File: src/rtl/riscv_pkg.sv
// riscv_pkg
// Shared RV32I encoding constants for the program loader: opcode, funct3
// and funct7 values for the supported subset, the symbolic op enum used on
// the loader input, the canonical NOP word and the default address width.
package riscv_pkg;

  localparam int ADDR_W_DEF = 8;

  // addi x0,x0,0 -- substituted for any instruction that cannot be encoded
  localparam logic [31:0] NOP_WORD = 32'h0000_0013;

  localparam logic [6:0] OPC_LOAD   = 7'b0000011;
  localparam logic [6:0] OPC_STORE  = 7'b0100011;
  localparam logic [6:0] OPC_OP     = 7'b0110011;
  localparam logic [6:0] OPC_OP_IMM = 7'b0010011;
  localparam logic [6:0] OPC_BRANCH = 7'b1100011;

  localparam logic [2:0] F3_LH   = 3'b001;
  localparam logic [2:0] F3_SH   = 3'b001;
  localparam logic [2:0] F3_ADD  = 3'b000;
  localparam logic [2:0] F3_OR   = 3'b110;
  localparam logic [2:0] F3_SLL  = 3'b001;
  localparam logic [2:0] F3_ANDI = 3'b111;
  localparam logic [2:0] F3_BNE  = 3'b001;

  localparam logic [6:0] F7_BASE = 7'b0000000;

  typedef enum logic [2:0] {
    OP_LH      = 3'd0,
    OP_SH      = 3'd1,
    OP_ADD     = 3'd2,
    OP_OR      = 3'd3,
    OP_SLL     = 3'd4,
    OP_ANDI    = 3'd5,
    OP_BNE     = 3'd6,
    OP_INVALID = 3'd7
  } op_e;

  typedef enum logic [1:0] {
    ST_IDLE,
    ST_RUN,
    ST_DRAIN
  } loader_state_e;

endpackage

File: src/rtl/instr_field_pack.sv
// instr_field_pack
// Purely combinational encoder: symbolic {op, rd, rs1, rs2, imm} to a
// 32-bit RV32I word plus an error flag. Unencodable input yields the NOP.
// Ports:
//   op    in  3   symbolic operation (op_e)
//   rd    in  5   destination register
//   rs1   in  5   first source register
//   rs2   in  5   second source register
//   imm   in  13  signed immediate (byte offset for branches)
//   instr out 32  encoded word, NOP on error
//   err   out 1   encoding failed
module instr_field_pack
  import riscv_pkg::*;
(
  input  logic [2:0]  op,
  input  logic [4:0]  rd,
  input  logic [4:0]  rs1,
  input  logic [4:0]  rs2,
  input  logic [12:0] imm,
  output logic [31:0] instr,
  output logic        err
);

  // A 13-bit value fits a signed 12-bit field when its top two bits agree.
  logic imm12_ok;
  assign imm12_ok = (imm[12] == imm[11]);

  always_comb begin
    instr = NOP_WORD;
    err   = 1'b0;
    case (op_e'(op))
      OP_LH:
        if (imm12_ok) instr = {imm[11:0], rs1, F3_LH, rd, OPC_LOAD};
        else          err   = 1'b1;
      OP_SH:
        if (imm12_ok) instr = {imm[11:5], rs2, rs1, F3_SH, imm[4:0], OPC_STORE};
        else          err   = 1'b1;
      OP_ADD:  instr = {F7_BASE, rs2, rs1, F3_ADD, rd, OPC_OP};
      OP_OR:   instr = {F7_BASE, rs2, rs1, F3_OR,  rd, OPC_OP};
      OP_SLL:  instr = {F7_BASE, rs2, rs1, F3_SLL, rd, OPC_OP};
      OP_ANDI:
        if (imm12_ok) instr = {imm[11:0], rs1, F3_ANDI, rd, OPC_OP_IMM};
        else          err   = 1'b1;
      // Branch offsets must be halfword aligned; bit 0 is never encoded.
      OP_BNE:
        if (!imm[0]) instr = {imm[12], imm[10:5], rs2, rs1, F3_BNE,
                              imm[4:1], imm[11], OPC_BRANCH};
        else         err   = 1'b1;
      default: err = 1'b1;
    endcase
  end

endmodule

File: src/rtl/instr_encoder_loader.sv
// instr_encoder_loader
// Program loader: accepts symbolic instructions, encodes them to RV32I words
// and streams them with sequential word addresses toward instruction-memory
// write logic. One-deep registered, backpressured output stage.
// Ports:
//   clk, rst_n            clock, asynchronous active-low reset
//   start                 begin a program (only honoured while idle)
//   in_valid / in_ready   input handshake
//   in_op, in_rd, in_rs1, in_rs2, in_imm, in_last   symbolic instruction
//   out_valid / out_ready output handshake
//   out_instr, out_addr, out_err   encoded word, its address, NOP-substituted
//   done                  one-cycle pulse once the program has drained
//   err_cnt               saturating count of encode errors since start
//   wrapped               sticky: address counter wrapped since start
module instr_encoder_loader
  import riscv_pkg::*;
#(
  parameter int ADDR_W    = ADDR_W_DEF,
  parameter int BASE_ADDR = 0
) (
  input  logic              clk,
  input  logic              rst_n,
  input  logic              start,
  input  logic              in_valid,
  output logic              in_ready,
  input  logic [2:0]        in_op,
  input  logic [4:0]        in_rd,
  input  logic [4:0]        in_rs1,
  input  logic [4:0]        in_rs2,
  input  logic [12:0]       in_imm,
  input  logic              in_last,
  output logic              out_valid,
  input  logic              out_ready,
  output logic [31:0]       out_instr,
  output logic [ADDR_W-1:0] out_addr,
  output logic              out_err,
  output logic              done,
  output logic [7:0]        err_cnt,
  output logic              wrapped
);

  localparam logic [ADDR_W-1:0] BASE = ADDR_W'(BASE_ADDR);

  loader_state_e     state;
  logic [ADDR_W-1:0] addr_cnt;
  logic [31:0]       enc_instr;
  logic              enc_err;
  logic              accept;
  logic              xfer;

  instr_field_pack u_pack (
    .op    (in_op),
    .rd    (in_rd),
    .rs1   (in_rs1),
    .rs2   (in_rs2),
    .imm   (in_imm),
    .instr (enc_instr),
    .err   (enc_err)
  );

  // The output register may be refilled in the same cycle it empties, which
  // gives one word per cycle while the sink keeps out_ready high.
  assign in_ready = (state == ST_RUN) && (!out_valid || out_ready);
  assign accept   = in_valid && in_ready;
  assign xfer     = out_valid && out_ready;

  always_ff @(posedge clk or negedge rst_n) begin
    if (!rst_n) begin
      state     <= ST_IDLE;
      addr_cnt  <= BASE;
      out_valid <= 1'b0;
      out_instr <= '0;
      out_addr  <= '0;
      out_err   <= 1'b0;
      done      <= 1'b0;
      err_cnt   <= '0;
      wrapped   <= 1'b0;
    end else begin
      done <= 1'b0;

      if (accept) begin
        out_valid <= 1'b1;
        out_instr <= enc_instr;
        out_err   <= enc_err;
        out_addr  <= addr_cnt;
        addr_cnt  <= addr_cnt + ADDR_W'(1);
        if (addr_cnt == '1) wrapped <= 1'b1;
        if (enc_err && (err_cnt != 8'hFF)) err_cnt <= err_cnt + 8'd1;
      end else if (xfer) begin
        out_valid <= 1'b0;
      end

      case (state)
        ST_IDLE:
          if (start) begin
            state    <= ST_RUN;
            addr_cnt <= BASE;
            err_cnt  <= '0;
            wrapped  <= 1'b0;
          end
        ST_RUN:
          if (accept && in_last) state <= ST_DRAIN;
        // No new words arrive here, so the stage is empty once it is either
        // already invalid or handing its final word over this cycle.
        ST_DRAIN:
          if (!out_valid || xfer) begin
            state <= ST_IDLE;
            done  <= 1'b1;
          end
        default: state <= ST_IDLE;
      endcase
    end
  end

endmodule

File: config.mk
export PLATFORM = sky130hd
export DESIGN_NAME = instr_encoder_loader
export DESIGN_NICKNAME = d
export VERILOG_FILES = /design/src/rtl/riscv_pkg.sv /design/src/rtl/instr_field_pack.sv /design/src/rtl/instr_encoder_loader.sv
export SDC_FILE = /design/constraint.sdc
export NUM_CORES = 1
export LEC_CHECK = 0
export ABC_AREA = 1
export BUFFER_PORTS_ARGS = -buffer_cell sky130_fd_sc_hd__buf_2
export CELL_PAD_IN_SITES_DETAIL_PLACEMENT = 1
export CELL_PAD_IN_SITES_GLOBAL_PLACEMENT = 1
export CORE_MARGIN = 10
export CORE_UTILIZATION = 33
export DETAILED_ROUTE_END_ITERATION = 16
export PLACE_DENSITY_LB_ADDON = 0.1
export SLEW_MARGIN = 40
export SYNTH_ARGS = -nofsm -noshare
export SYNTH_HDL_FRONTEND = slang
export SYNTH_SLANG_ARGS = --single-unit
File: constraint.sdc
create_clock -name clk -period 1.4 [get_ports clk]
set_input_delay 0.14 -clock clk [delete_from_list [all_inputs] [get_ports clk]]
set_output_delay 0.14 -clock clk [all_outputs]
set_load 0.05 [all_outputs]
==> results.toml <==
[global_routing]
top_usage_layer = "met2"
grtUsageMet1_pct = 16.8
grt_use_total_pct = 13.6
antenna_found_initial = 0
grt_max_degree = 33
use_met3_pct = 4.49
grt_pass1_wl_um = 14400
globalRouteOverflowTotal = 0
grt_pass1_vias = 2946
met2_usage_pct = 21.6

[timing]
setup_viol = 0
skew_ps = 11.0
holdWs_ps = 24.1
setup_tns_ps = 0
max_freq_ghz = 0.719
rsz0062_at_grt = "yes"
setup_slack_ps = 9.19
min_period_over_period_pct = 99.3
drv_slew = 0
min_period_ps = 1390
hold_viol = 0

[drt]
drtIter0Drc = 81
wirelength_um = 8940
routedWlPerCell_um = 15.6
ant_nets = 0
firstDrtPassIters = 4
drc = 0
vias_per_cell = 4.70
vias = 2698

[worst_setup_path]
path_cells = "buf_6 -> inv_4 -> nand2_4 -> nor2_4 -> buf_8"
critical-path-top-delay-family = "flip-flops"
crit_path_max_fanout = 3
criticalPathCategory = "reg2out"
startpoint_type = "flop"
required_ps = 1260
slowest_stage = "dfrtp_1"
crit_buf_inv = 3
end_kind = "output pin"
cpPeakStageDelay_ps = 420
cp.arrival_ps = 1250

[clocking]
numCtsBuffers = 9
clock_latency_ps = 350
cts_sinks = 58
root_buffer = "clkbuf_8"
cts_tree = "done"
clock_path_buffers = 2
h-tree-depth = 3
clk_pin_slew_ps = 70

[cells_and_area]
utilization_pct = 46.5
area_growth_pct = 35.4
drive_gt1_share_pct = 34.1
finalNetCount = 504
antenna_cells = 0
num-fill-cells = 1053
postLayoutCellArea_mm2 = 0.00388

[placement]
dp_slack_ps = -48.2
io_buffers = 87
post-dp-hpwl_um = 6570
postPlaceCellArea_mm2 = 0.00355
finalWeightedCongestion = 0.804

[synthesis]
synth_commonest_cells = "nand2_1 (118), dfrtp_1 (58), inv_1 (39)"
yosys.area.top_type = "dfrtp_1"
yosysTopAreaCellShare_pct = 50.6
yosysMostFrequentCell = "nand2_1"
ys_seq_elements = 58
synthCells = 353
async_flop_share_pct = 100
yosysWarnings = 0
synth_flop_cell = "dfrtp_1"
netlist_area_mm2 = 0.00287
synth_area_leaders = "dfrtp_1 (51%), nand2_1 (15%), inv_1 (5.1%)"
avgSynthCellArea_um2 = 8.12
synth_edf_count = 0
synth.distinct_cells = 33
ys_seq_area_share_pct = 50.6

[die]
die_h_um = 113
dieArea_mm2 = 0.0128
start_util_pct = 34.4
io_pins = 90
core_mm2 = 0.00834
rows = 33
die_w_um = 113

[hold_path]
worstHoldPathType = "in2reg"

[power]
leakagePower_nw = 2.10
ir_drop_uv = 907
power.density_mw_per_mm2 = 2090

[job]
drv_cap = 0

[outcome]
status = "finished, final reports clean"
where the power goes:
| group | internal, W | switching, W |
|---|---|---|
| logic | 0.00116 | 0.00299 |
| clock network | 0.000732 | 0.000700 |
| registers | 0.00222 | 0.000324 |
per-layer routing:
metal	wire, µm	up-vias	part of all wire (%)
met1	4020	1291	45
met3	606	14	6.8
met4	117	0	1.3
met2	4200	65	47
met5	0	-	0
li1	-	1328	-
sequential cells by signal (all words and copies together) (netlist names):
name,cells
out_instr,28
out_addr,8
state,2
out_valid,1
done,1
wrapped,1
out_err,1
err_cnt,8
addr_cnt,8
per-stage QoR:
stage	total power, W	cells
final	0.00812	574
after global routing	0.00866	574
after CTS	0.00796	568
after detailed placement	0.00649	551
after global placement	0.00641	551
after floorplan	0.00536	354
cell families after synthesis:
group	share of synthesized area, %
flip-flops	50.6
adder cells (fa/ha/maj)	1.31
other	0.131
AO/OA/AOI/OAI	9.91
buffers and inverters	9.38
AND/OR/NAND/NOR	27.1
XOR/XNOR	1.53
path summary, 6_finish.rpt:
| kind | startpoint | end | slack, ps | cells after the start |
|---|---|---|---|---|
| min in group asynchronous | rst_n | out_instr[17] | 200 | 2 |
| worst min-delay path | in_imm[7] | out_instr[27] | 20 | 3 |
| worst max-delay path | state[1] | in_ready | 9 | 5 |
| worst max register to register | state[0] | addr_cnt[5] | 20 | 8 |
| max in group asynchronous | rst_n | err_cnt[0] | 740 | 3 |
| worst min register to register | out_addr[3] | out_addr[3] | 480 | 2 |
tightest hold or removal path, delay by kind of cell:
family | cells | cell delay (ps)
and+or+nand+nor | 2 | 110
buffers and inverters | 1 | 70
cell usage in the layout (no fill, tap or decap), types with 6 or more instances in the layout:
cell      Yosys  final
nand2_1     118    114
buf_2         5     86
dfrtp_1      58     55
inv_1        39     38
nor2_1       28     25
buf_4         6     22
o21ai_0      20     18
nand3_1      13     11
clkbuf_8      0     11
a21oi_1       7      7
o211ai_1      6      6
nor3_1        8      6
layout make-up:
type | count | area, µm² | share of cell area (%)
clock inverter | 3 | 15.0 | 0.387
timing repair buffer | 115 | 717 | 18.5
multi-input combinational | 238 | 1240 | 31.9
inverter | 42 | 165 | 4.26
clock buffer | 13 | 159 | 4.09
sequential | 58 | 1460 | 37.5
tap | 105 | 131 | 3.38
repair_timing:
item	CTS	global route
cloned	0	1
pin swaps	1	5
setup buffers	0	5
hold buffers	1	0
hold endpoints to repair	58	0
setup endpoints to repair	14	39
gates resized for setup	3	21
No activity file was read; power rests on OpenSTA's default activity.
